[src/rtl/selector_arb_pkg.sv]
// Shared types and the round-robin pick helper for the selector arbiter.
package selector_arb_pkg;

  localparam int unsigned MaxEntries = 32;
  localparam int unsigned MaxIdxW    = $clog2(MaxEntries);

  typedef enum logic {
    IDLE  = 1'b0,
    GRANT = 1'b1
  } arb_state_e;

  // First set bit of valid at or after ptr, wrapping at n; returns ptr when none is set.
  function automatic int unsigned rr_pick(input logic [MaxEntries-1:0] valid,
                                          input int unsigned           n,
                                          input int unsigned           ptr);
    int unsigned idx;
    int unsigned off;
    int unsigned pick;
    pick = ptr;
    for (int unsigned i = 0; i < MaxEntries; i++) begin
      off = MaxEntries - 1 - i;
      if (off < n) begin
        idx = ptr + off;
        if (idx >= n) idx = idx - n;
        if (valid[MaxIdxW'(idx)]) pick = idx;
      end
    end
    return pick;
  endfunction

endpackage

[src/rtl/selector_if.sv]
// Lane selector: muxes one lane out of N (DEMUX=0) or steers one value onto lane sel, zero elsewhere (DEMUX=1).
interface selector_if #(
  parameter int unsigned N     = 4,
  parameter int unsigned W     = 32,
  parameter bit          DEMUX = 1'b0
);
  localparam int unsigned SelW = (N > 1) ? $clog2(N) : 1;

  logic [N*W-1:0]  lanes;
  logic [W-1:0]    one;
  logic [SelW-1:0] sel;

  if (DEMUX) begin : g_demux
    always_comb begin
      lanes             = '0;
      lanes[sel*W +: W] = one;
    end
  end else begin : g_mux
    assign one = lanes[sel*W +: W];
  end

endinterface

[src/rtl/selector_tag_fifo.sv]
// In-order tag FIFO recording the source index of each accepted request.
module selector_tag_fifo #(
  parameter int unsigned DEPTH = 4,
  parameter int unsigned W     = 2
) (
  input  logic                     clk_i,
  input  logic                     rst_ni,
  input  logic                     push_i,
  input  logic [W-1:0]             data_i,
  input  logic                     pop_i,
  output logic [W-1:0]             data_o,
  output logic                     full_o,
  output logic                     empty_o,
  output logic [$clog2(DEPTH):0]   count_o
);
  localparam int unsigned PtrW = $clog2(DEPTH);
  localparam int unsigned CntW = PtrW + 1;

  logic [W-1:0]    mem_q [DEPTH];
  logic [PtrW-1:0] wr_q, rd_q;
  logic [CntW-1:0] count_q;
  logic            do_push, do_pop;

  assign full_o  = (count_q == CntW'(DEPTH));
  assign empty_o = (count_q == '0);
  assign count_o = count_q;
  assign data_o  = mem_q[rd_q];
  assign do_push = push_i & ~full_o;
  assign do_pop  = pop_i & ~empty_o;

  always_ff @(posedge clk_i or negedge rst_ni) begin
    if (!rst_ni) begin
      for (int i = 0; i < int'(DEPTH); i++) mem_q[i] <= '0;
      wr_q    <= '0;
      rd_q    <= '0;
      count_q <= '0;
    end else begin
      if (do_push) begin
        mem_q[wr_q] <= data_i;
        wr_q        <= wr_q + 1'b1;
      end
      if (do_pop) rd_q <= rd_q + 1'b1;
      count_q <= count_q + CntW'(do_push) - CntW'(do_pop);
    end
  end

endmodule

[src/rtl/selector_rr_arbiter.sv]
// Round-robin share of one request/response port among ENTRIES requesters; responses return in order.
// Optional per-requester grant counters are built when SELECTOR_ARB_PERF_EN is defined.
module selector_rr_arbiter
  import selector_arb_pkg::*;
#(
  parameter int unsigned ENTRIES = 4,
  parameter int unsigned REQ_W   = 32,
  parameter int unsigned RSP_W   = 32,
  parameter int unsigned DEPTH   = 4,
  parameter int unsigned CNT_W   = 16,
  localparam int unsigned SelW   = $clog2(ENTRIES),
  localparam int unsigned OccW   = $clog2(DEPTH) + 1
) (
  input  logic                     i_clk,
  input  logic                     i_rst_n,
  input  logic [ENTRIES-1:0]       i_req_valid,
  output logic [ENTRIES-1:0]       o_req_ready,
  input  logic [ENTRIES*REQ_W-1:0] i_req_data,
  output logic                     o_req_valid,
  input  logic                     i_req_ready,
  output logic [REQ_W-1:0]         o_req_data,
  output logic [SelW-1:0]          o_req_src,
  input  logic                     i_rsp_valid,
  output logic                     o_rsp_ready,
  input  logic [RSP_W-1:0]         i_rsp_data,
  output logic [ENTRIES-1:0]       o_rsp_valid,
  input  logic [ENTRIES-1:0]       i_rsp_ready,
  output logic [ENTRIES*RSP_W-1:0] o_rsp_data,
  output logic [OccW-1:0]          o_outstanding,
  output logic                     o_err_unexp,
  output logic [ENTRIES*CNT_W-1:0] o_grant_cnt
);

  arb_state_e          state_q, state_d;
  logic [SelW-1:0]     grant_q, grant_d;
  logic [SelW-1:0]     ptr_q, ptr_d;
  logic                err_q;

  logic                in_grant, req_fire, rsp_pop, full_after;
  logic                fifo_full, fifo_empty;
  logic [SelW-1:0]     head, ptr_nxt, pick_idle, pick_next;
  logic [ENTRIES-1:0]  other_valid;

  selector_if #(.N(ENTRIES), .W(REQ_W), .DEMUX(1'b0)) req_sel ();
  selector_if #(.N(ENTRIES), .W(RSP_W), .DEMUX(1'b1)) rsp_sel ();

  assign in_grant    = (state_q == GRANT);
  assign req_fire    = in_grant & i_req_ready;
  assign ptr_nxt     = (grant_q == SelW'(ENTRIES - 1)) ? '0 : grant_q + 1'b1;
  assign other_valid = i_req_valid & ~(ENTRIES'(1'b1) << grant_q);
  assign pick_idle   = SelW'(rr_pick(MaxEntries'(i_req_valid), ENTRIES, 32'(ptr_q)));
  assign pick_next   = SelW'(rr_pick(MaxEntries'(other_valid), ENTRIES, 32'(ptr_nxt)));
  // Only reachable in GRANT where occupancy never exceeds DEPTH-1.
  assign full_after  = (o_outstanding == OccW'(DEPTH - 1)) && !rsp_pop;

  // Request side
  assign req_sel.lanes = i_req_data;
  assign req_sel.sel   = grant_q;
  assign o_req_valid   = in_grant;
  assign o_req_src     = grant_q;
  assign o_req_data    = in_grant ? req_sel.one : '0;
  assign o_req_ready   = in_grant ? (ENTRIES'(i_req_ready) << grant_q) : '0;

  // Response side, steered by the oldest outstanding tag
  assign rsp_sel.one   = i_rsp_data;
  assign rsp_sel.sel   = head;
  assign o_rsp_data    = fifo_empty ? '0 : rsp_sel.lanes;
  assign o_rsp_valid   = (i_rsp_valid && !fifo_empty) ? (ENTRIES'(1'b1) << head) : '0;
  assign o_rsp_ready   = i_rsp_ready[head] & ~fifo_empty;
  assign rsp_pop       = i_rsp_valid & o_rsp_ready;
  assign o_err_unexp   = err_q;

  selector_tag_fifo #(.DEPTH(DEPTH), .W(SelW)) u_tag_fifo (
    .clk_i   (i_clk),
    .rst_ni  (i_rst_n),
    .push_i  (req_fire),
    .data_i  (grant_q),
    .pop_i   (rsp_pop),
    .data_o  (head),
    .full_o  (fifo_full),
    .empty_o (fifo_empty),
    .count_o (o_outstanding)
  );

  always_comb begin
    state_d = state_q;
    grant_d = grant_q;
    ptr_d   = ptr_q;
    case (state_q)
      IDLE: begin
        if (|i_req_valid && !fifo_full) begin
          grant_d = pick_idle;
          state_d = GRANT;
        end
      end
      GRANT: begin
        if (i_req_ready) begin
          ptr_d = ptr_nxt;
          if (|other_valid && !full_after) grant_d = pick_next;
          else                             state_d = IDLE;
        end
      end
      default: state_d = IDLE;
    endcase
  end

  always_ff @(posedge i_clk or negedge i_rst_n) begin
    if (!i_rst_n) begin
      state_q <= IDLE;
      grant_q <= '0;
      ptr_q   <= '0;
      err_q   <= 1'b0;
    end else begin
      state_q <= state_d;
      grant_q <= grant_d;
      ptr_q   <= ptr_d;
      if (i_rsp_valid && fifo_empty) err_q <= 1'b1;
    end
  end

`ifdef SELECTOR_ARB_PERF_EN
  logic [ENTRIES-1:0][CNT_W-1:0] cnt_q;

  always_ff @(posedge i_clk or negedge i_rst_n) begin
    if (!i_rst_n) begin
      cnt_q <= '0;
    end else if (req_fire && (cnt_q[grant_q] != '1)) begin
      cnt_q[grant_q] <= cnt_q[grant_q] + 1'b1;
    end
  end

  assign o_grant_cnt = cnt_q;
`else
  assign o_grant_cnt = '0;
`endif

  // Granted requester must hold its request until accepted.
  a_hold_valid: assert property (@(posedge i_clk) disable iff (!i_rst_n)
                                 in_grant |-> i_req_valid[grant_q]);

endmodule

[config.mk]
export PLATFORM = sky130hd
export DESIGN_NAME = selector_rr_arbiter
export DESIGN_NICKNAME = d
export VERILOG_FILES = /design/src/rtl/selector_arb_pkg.sv /design/src/rtl/selector_if.sv /design/src/rtl/selector_tag_fifo.sv /design/src/rtl/selector_rr_arbiter.sv
export SDC_FILE = /design/constraint.sdc
export NUM_CORES = 1
export LEC_CHECK = 0
export ABC_AREA = 1
export CAP_MARGIN = 20
export CORE_AREA = 5 5 158 160
export CTS_CLUSTER_SIZE = 12
export DETAILED_ROUTE_END_ITERATION = 16
export DIE_AREA = 0 0 163 165
export HOLD_SLACK_MARGIN = 0.15
export SYNTH_ARGS = -nofsm -noshare
export SYNTH_HDL_FRONTEND = slang
export SYNTH_HIERARCHICAL = 1
export SYNTH_SLANG_ARGS = --single-unit
[constraint.sdc]
create_clock -name i_clk -period 4.1 [get_ports i_clk]
set_input_delay 1.025 -clock i_clk [delete_from_list [all_inputs] [get_ports i_clk]]
set_output_delay 1.025 -clock i_clk [all_outputs]
set_load 0.005 [all_outputs]
==> run_results.csv, run 1 <==
group,metric,value,unit
placement,port_buffers,347,
die,ios,412,
sta,max_freq,253,MHz
drt,postRouteAntennaNets,0,
die,coreArea,23300,um^2
grt,grt_max_degree,70,
synth,netlist_instances,790,
min_path,hold_class,"reg2reg",
sta,slew_headroom,0.546,
die,floorplan.initialDensity,0.186,
clock_network,numCtsBuffers,3,
pwr,peakVddDrop,0.538,mV
die,dieArea,26900,um^2
final_layout,drive_gt1_frac,0.0485,
critical_path,worstSetupEndpointType,"primary output",
final_layout,utilization,0.347,
critical_path,cp-endpoint,"o_rsp_data[77]",
sta,report.final.slew_viol_count,0,
placement,routabilityCongestion,0.881,
grt,track_usage,0.158,
pwr,p_total,5480,uW
pwr,switching_share,0.549,
sta,skew,0.00346,ns
clock_network,clk_pin_slew,0.06,ns
pwr,p_sw,3010,uW
synth,async_flop_share,1.00,
pwr,combinationalPowerShare,0.876,
sta,hold_slack,0.483,ns
critical_path,cp-startpoint,"u_tag_fifo/rd_q[0]",
critical_path,startpoint_type,"register",
critical_path,rr_endpoint,"u_tag_fifo/count_o[2]",
sta,finalHoldViolCount,0,
final_layout,layout.nets,1310,
clock_network,clkLatencyLatePin,0.25,ns
synth,syn_area,4340,um^2
sta,setup_viol,0,
pwr,p_leak,0.00343,uW
final_layout,syn_to_final_growth,86.3,%
grt,antenna_found_initial,1,
synth,ys_seq_area_frac,0.121,
clock_network,cts-root-buf,"clkbuf_16",
critical_path,critPathArrivalTime,2.93,ns
drt,wl_per_cell,16.2,um
synth,synth_cell_type_count,37,
synth,synth-edff-count,0,
placement,dp_hpwl,20100,um
placement,dpl.cell_count,1427,
pwr,pwr-share-clk,0.039,
clock_network,tritoncts,"done",
clock_network,postCtsHoldBufs,0,
run_status,outcome,"finished, final reports clean",
grt,globalRouteOverflowTotal,0,
pwr,p_seq_frac,0.086,
synth,synth_ff_type,"dfrtp_1",
clock_network,cts.sinks,21,
final_layout,fin_cells,1434,
synth,yosysWarnings,6,
drt,dr_total_vias,6197,
run,drv_cap,0,
sta,finalCritPeriodShare,0.964,
pwr,power.internal,2470,uW
synth,syn_area_per_cell,5.49,um^2
sta,rsz0062_at_grt,"true",
critical_path,reg2regPathDepth,15,
critical_path,crit_required,3.07,ns
drt,drt_iter0_markers,363,
die,fp.dieW,163,um
drt,drt_wl_total,23300,um
grt,top_usage_layer,"met2",
critical_path,r2r-start,"u_tag_fifo/rd_q[0]",
critical_path,cp_max_fo,15,
sta,post-route-min-period,3.95,ns
clock_network,cts_htree_levels,1,
grt,use_met1,0.150,
pwr,power.density,679,nW/um^2
sta,tightest_slew,0.679,ns
critical_path,crit_type,"reg2out",
grt,grt_pass1_vias,5982,
drt,dr.pass1.iters,5,
grt,grtUsageMet2,0.320,
critical_path,reg2reg_slack,1.16,ns
clock_network,clk_path_buf_depth,2,
grt,grt_pass1_wl,33700,um
grt,grt_use_met3,0.0452,
die,die_h,165,um
drt,drc,0,
drt,vias_per_cell,4.32,
min_path,whs_path_depth,1,
die,row_count,56,
synth,yosys_register_bits,21,
[per-stage QoR]
stage / area (um^2) / setup TNS (ns) / setup slack [ns]
2_1_floorplan: 4570 / 0 / 0.915
3_3_place_gp: 7880 / 0 / 0.273
3_5_place_dp: 7880 / 0 / 0.230
4_1_cts: 7970 / 0 / 0.00596
5_1_grt: 8080 / -0.0787 / -0.0176
6_report: 8080 / 0 / 0.147
[cells in the final DEF (no fill, tap or decap), types with 2 or more instances in the layout]
master | Yosys | routed
nand3_2 | 2 | 2
nand4_1 | 8 | 8
nand2_1 | 131 | 131
dlymetal6s2s_1 | 0 | 4
ha_1 | 22 | 22
buf_4 | 65 | 14
nor2_4 | 2 | 3
nor2_2 | 0 | 5
o21ai_2 | 2 | 2
conb_1 | 1 | 64
or2_2 | 2 | 2
nor2_1 | 208 | 202
a21oi_1 | 22 | 22
nor3_1 | 65 | 62
dfrtp_1 | 21 | 20
nand3_1 | 23 | 23
nor3_2 | 0 | 3
o21ai_0 | 61 | 61
nand2_2 | 3 | 3
inv_2 | 4 | 6
clkdlybuf4s50_1 | 0 | 343
clkbuf_16 | 0 | 3
o32ai_1 | 16 | 16
o21ai_1 | 5 | 5
buf_12 | 0 | 2
clkinvlp_4 | 0 | 2
nand2_4 | 2 | 2
clkinv_1 | 3 | 3
inv_1 | 70 | 67
[layout make-up]
cell class	instances	area, um^2
Sequential cell	21	527
Tap cell	319	399
Multi-Input combinational cell	646	3100
Inverter	78	302
Antenna cell	1	2.50
Timing Repair Buffer	365	3670
Clock buffer	3	75.1
Fill cell	2597	15200
Clock inverter	1	7.51
[worst min-delay path by stage]
stage / end / start / slack, ns
CTS: u_tag_fifo/mem_q[3] / u_tag_fifo/mem_q[3] / 0.48
detailed placement: u_tag_fifo/mem_q[3] / u_tag_fifo/mem_q[3] / 0.47
floorplan: u_tag_fifo/mem_q[0] / u_tag_fifo/mem_q[0] / 0.44
global route: o_err_unexp / o_err_unexp / 0.51
global placement: o_err_unexp / o_err_unexp / 0.47
finish: o_err_unexp / o_err_unexp / 0.48
[routing by layer]
| layer | part of all wire | vias up |
|---|---|---|
| li1 | - | 3050 |
| met1 | 0.33 | 2809 |
| met2 | 0.54 | 308 |
| met3 | 0.095 | 30 |
| met4 | 0.036 | 0 |
| met5 | 0 | - |
[repair_timing]
action                                  4_1_cts  5_1_grt
endpoints found under the setup margin        2       93
endpoints found under the hold margin         0        0
resized for setup                             2       17
pin swaps                                     0        1
buffers inserted                              0        1
cloned                                        0        0
[cells by family (layout without fill, tap and decap cells)]
logic type,Yosys count,in the layout,synth area share
flip-flops,21,21,0.121
AND/OR/NAND/NOR,448,448,0.432
buffers and inverters,186,447,0.231
adder cells (fa/ha/maj),23,23,0.0681
AO/OA/AOI/OAI,110,110,0.145
XOR/XNOR,1,1,0.00202
other,1,65,0.000865
[state kept, by name (all words and copies together) (netlist names)]
signal and flops:
u_tag_fifo/count_o 3, u_tag_fifo/rd_q 2, u_tag_fifo/wr_q 2, o_err_unexp 1, ptr_q 2, o_req_src 2
u_tag_fifo/mem_q 8, o_req_valid 1
[Yosys cell counts (3+ instances only)]
cell type	instances	share of area
ha_1	22	0.063
nor3_1	65	0.075
buf_4	65	0.11
nor2_1	208	0.18
buf_2	12	0.014
nand2_2	3	0.0043
nand2_1	131	0.11
o32ai_1	16	0.032
dfrtp_1	21	0.12
inv_2	4	0.0035
nand3_1	23	0.027
buf_1	7	0.0061
clkinv_1	3	0.0026
o21ai_0	61	0.070
a21oi_1	22	0.025
buf_6	3	0.0078
nand4_1	8	0.012
clkbuf_1	19	0.016
o21ai_1	5	0.0058
inv_1	70	0.061
[critical path: stages, from the launching register on]
cell and delay (ns):
dfrtp_1 0.44, inv_2 0.11, o21ai_0 0.08, o21ai_1 0.22
inv_2 0.12, ha_1 0.31, inv_1 0.08, nor2_2 0.14
clkinvlp_4 0.17, buf_12 0.18, nor3_1 0.18, clkdlybuf4s50_1 0.63
[power by group through the flow]
| stage | sequential [uW] | clock, uW | combinational, uW |
|---|---|---|---|
| after global placement | 476 | 0 | 4630 |
| after floorplan | 410 | 0 | 2660 |
| final | 469 | 212 | 4800 |
| after detailed placement | 475 | 0 | 4670 |
| after CTS | 474 | 217 | 4690 |
| after global routing | 494 | 225 | 5310 |
Note: power is estimated with default switching activity, not from simulation.
==> run 2, diff against run 1 <==
- PLACE_DENSITY: default -> 0.64
==> run_results.csv, run 2 (synthesized netlist as in run 1, its figures left out) <==
group,metric,value,unit
run,drv_cap,0,
critical_path,path_buf_inv,4,
min_path,hold_start,"u_tag_fifo/mem_q[5]",
sta,post-route-min-period,3.88,ns
die,coreArea,23300,um^2
critical_path,cp_slowest_cell,"clkdlybuf4s50_1",
sta,finalCritPeriodShare,0.946,
final_layout,largest_register,"u_tag_fifo/mem_q",
placement,routabilityCongestion,0.916,
run_status,outcome,"finished, final reports clean",
grt,grt_max_degree,70,
clock_network,cts-root-buf,"clkbuf_16",
final_layout,syn_to_final_growth,84.5,%
clock_network,cts.sinks,21,
critical_path,crit_required,3.07,ns
drt,dr.pass1.iters,5,
pwr,p_sw,2920,uW
pwr,peakVddDrop,0.547,mV
final_layout,final_cell_mix,"clkdlybuf4s50_1 (347), nor2_1 (207), nand2_1 (131), inv_1 (67)",
final_layout,largest_reg_flops,8,
min_path,whs_path_depth,2,
drt,postRouteAntennaNets,0,
drt,wl_per_cell,16.4,um
pwr,power.internal,2390,uW
grt,grt_pass1_vias,5923,
pwr,p_leak,0.00335,uW
pwr,power.density,664,nW/um^2
critical_path,r2r-start,"u_tag_fifo/rd_q[0]",
final_layout,layout.nets,1310,
clock_network,clkLatencyLatePin,0.25,ns
clock_network,postCtsHoldBufs,0,
die,row_count,56,
min_path,hold_path_end,"u_tag_fifo/mem_q[5]",
sta,max_freq,258,MHz
final_layout,fin_area,8000,um^2
clock_network,cts_resized,0,
drt,dr_total_vias,6269,
pwr,p_total,5310,uW
critical_path,worstSetupEndpointType,"primary output",
clock_network,tritoncts,"done",
critical_path,reg2regPathDepth,17,
die,die_h,165,um
clock_network,post_cts.repair.setup_buffers,0,
critical_path,crit_type,"reg2out",
clock_network,numCtsBuffers,3,
critical_path,critPathArrivalTime,2.86,ns
sta,setup_viol,0,
die,ios,412,
pwr,pwr-share-clk,0.039,
placement,placed_area,7870,um^2
placement,port_buffers,347,
sta,rsz0062_at_grt,"false",
grt,grt_pass1_wl,33700,um
min_path,hold_class,"reg2reg",
grt,antenna_found_initial,3,
sta,finalHoldViolCount,0,
critical_path,slowest_delay,0.58,ns
critical_path,rr_endpoint,"u_tag_fifo/count_o[2]",
critical_path,critPathTopFamily,"buffers and inverters",
pwr,combinationalPowerShare,0.878,
placement,dp_hpwl,20500,um
critical_path,startpoint_type,"register",
pwr,switching_share,0.551,
sta,report.final.slew_viol_count,0,
drt,drt_wl_total,23500,um
die,fp.dieW,163,um
final_layout,layout_commonest_cell,"clkdlybuf4s50_1",
critical_path,cp-startpoint,"u_tag_fifo/rd_q[0]",
critical_path,crit_path_cell_trace,"inv_2, o21ai_0, o21ai_1, inv_2, ha_1, nor2_2, buf_4, nand2_1, nor2_1, clkdlybuf4s50_1",
critical_path,crit_path_frequent_cell,"inv_2",
grt,track_usage,0.160,
sta,tightest_slew,0.643,ns
final_layout,drive_gt1_frac,0.0422,
grt,globalRouteOverflowTotal,0,
drt,drt_iter0_markers,325,
sta,skew,0.00218,ns
sta,fin_setup_tns,0,ns
drt,drc,0,
critical_path,reg2reg_slack,1.29,ns
clock_network,clk_pin_slew,0.06,ns
die,floorplan.initialDensity,0.186,
pwr,p_seq_frac,0.083,
drt,vias_per_cell,4.37,
critical_path,cp_max_fo,26,
die,dieArea,26900,um^2
sta,slew_headroom,0.570,
clock_network,clk_path_buf_depth,2,
clock_network,cts_htree_levels,1,
[run 2: cell count changes in the layout (fill, tap and decap cells not counted), moves of 2 or more]
| cell | previous run | this run |
|---|---|---|
| clkdlybuf4s50_1 | 343 | 347 |
| clkinvlp_4 | 2 | 0 |
| nor2_1 | 202 | 207 |
| dlymetal6s2s_1 | 4 | 0 |
| nor2_2 | 5 | 1 |
| diode_2 | 1 | 3 |
| nor3_2 | 3 | 1 |
| nor3_1 | 62 | 64 |
| buf_12 | 2 | 0 |
| buf_4 | 14 | 17 |
[run 2: tightest hold or removal path, delay by kind of cell, from the launching register on]
family	cells	cell delay (ns)
AND/OR/NAND/NOR	2	0.10
flip-flops	1	0.34
[run 2: metal layers]
metal  vias up  track usage  routed length, um  share of wire
li1       3054            -                  -              -
met1      2812        0.151               7340           0.31
met4         0       0.0705                965          0.041
met3        39       0.0404               2380           0.10
met2       364        0.323              12900           0.55
met5         -            0                  0              0
[run 2: how the worst max path moves through the flow]
stage | endpoint | slack (ns) | cells after the start
3_3_place_gp | o_rsp_ready | 0.24 | 6
4_1_cts | o_rsp_data[66] | 0.04 | 11
2_1_floorplan | o_rsp_data[40] | 0.91 | 10
3_5_place_dp | o_rsp_ready | 0.30 | 6
6_report | o_rsp_data[52] | 0.22 | 10
5_1_grt | o_rsp_data[52] | 0.02 | 11
[run 2: power groups by stage]
stage	clock network (uW)	logic, uW	registers [uW]
6_report	208	4670	439
5_1_grt	227	5170	459
4_1_cts	216	4700	439
3_5_place_dp	0	4690	441
3_3_place_gp	0	4640	440
2_1_floorplan	0	2660	410
[run 2: cell type report]
type,instances,area (um^2)
inverter,78,298
clock buffer,3,75.1
fill,2572,15300
antenna,3,7.51
timing repair buffer,365,3630
sequential,21,527
clock inverter,1,5.00
multi-input combinational,646,3060
tap,319,399
[run 2: per-stage QoR]
stage / hold WS, ns / worst slack, ns / std cells / util
after floorplan: 0.437 / 0.915 / 853 / -
after global placement: 0.465 / 0.241 / 1428 / 0.338
after detailed placement: 0.464 / 0.304 / 1428 / 0.338
after CTS: 0.479 / 0.0385 / 1432 / 0.342
after global routing: 0.510 / 0.0175 / 1436 / 0.344
final: 0.475 / 0.220 / 1436 / 0.344
==> run 3, diff against run 2 <==
- ABC_CLOCK_PERIOD_IN_PS: default -> 4100
==> results of run 3 <==
The final DEF is identical to that of run 2; final timing and power are the same.
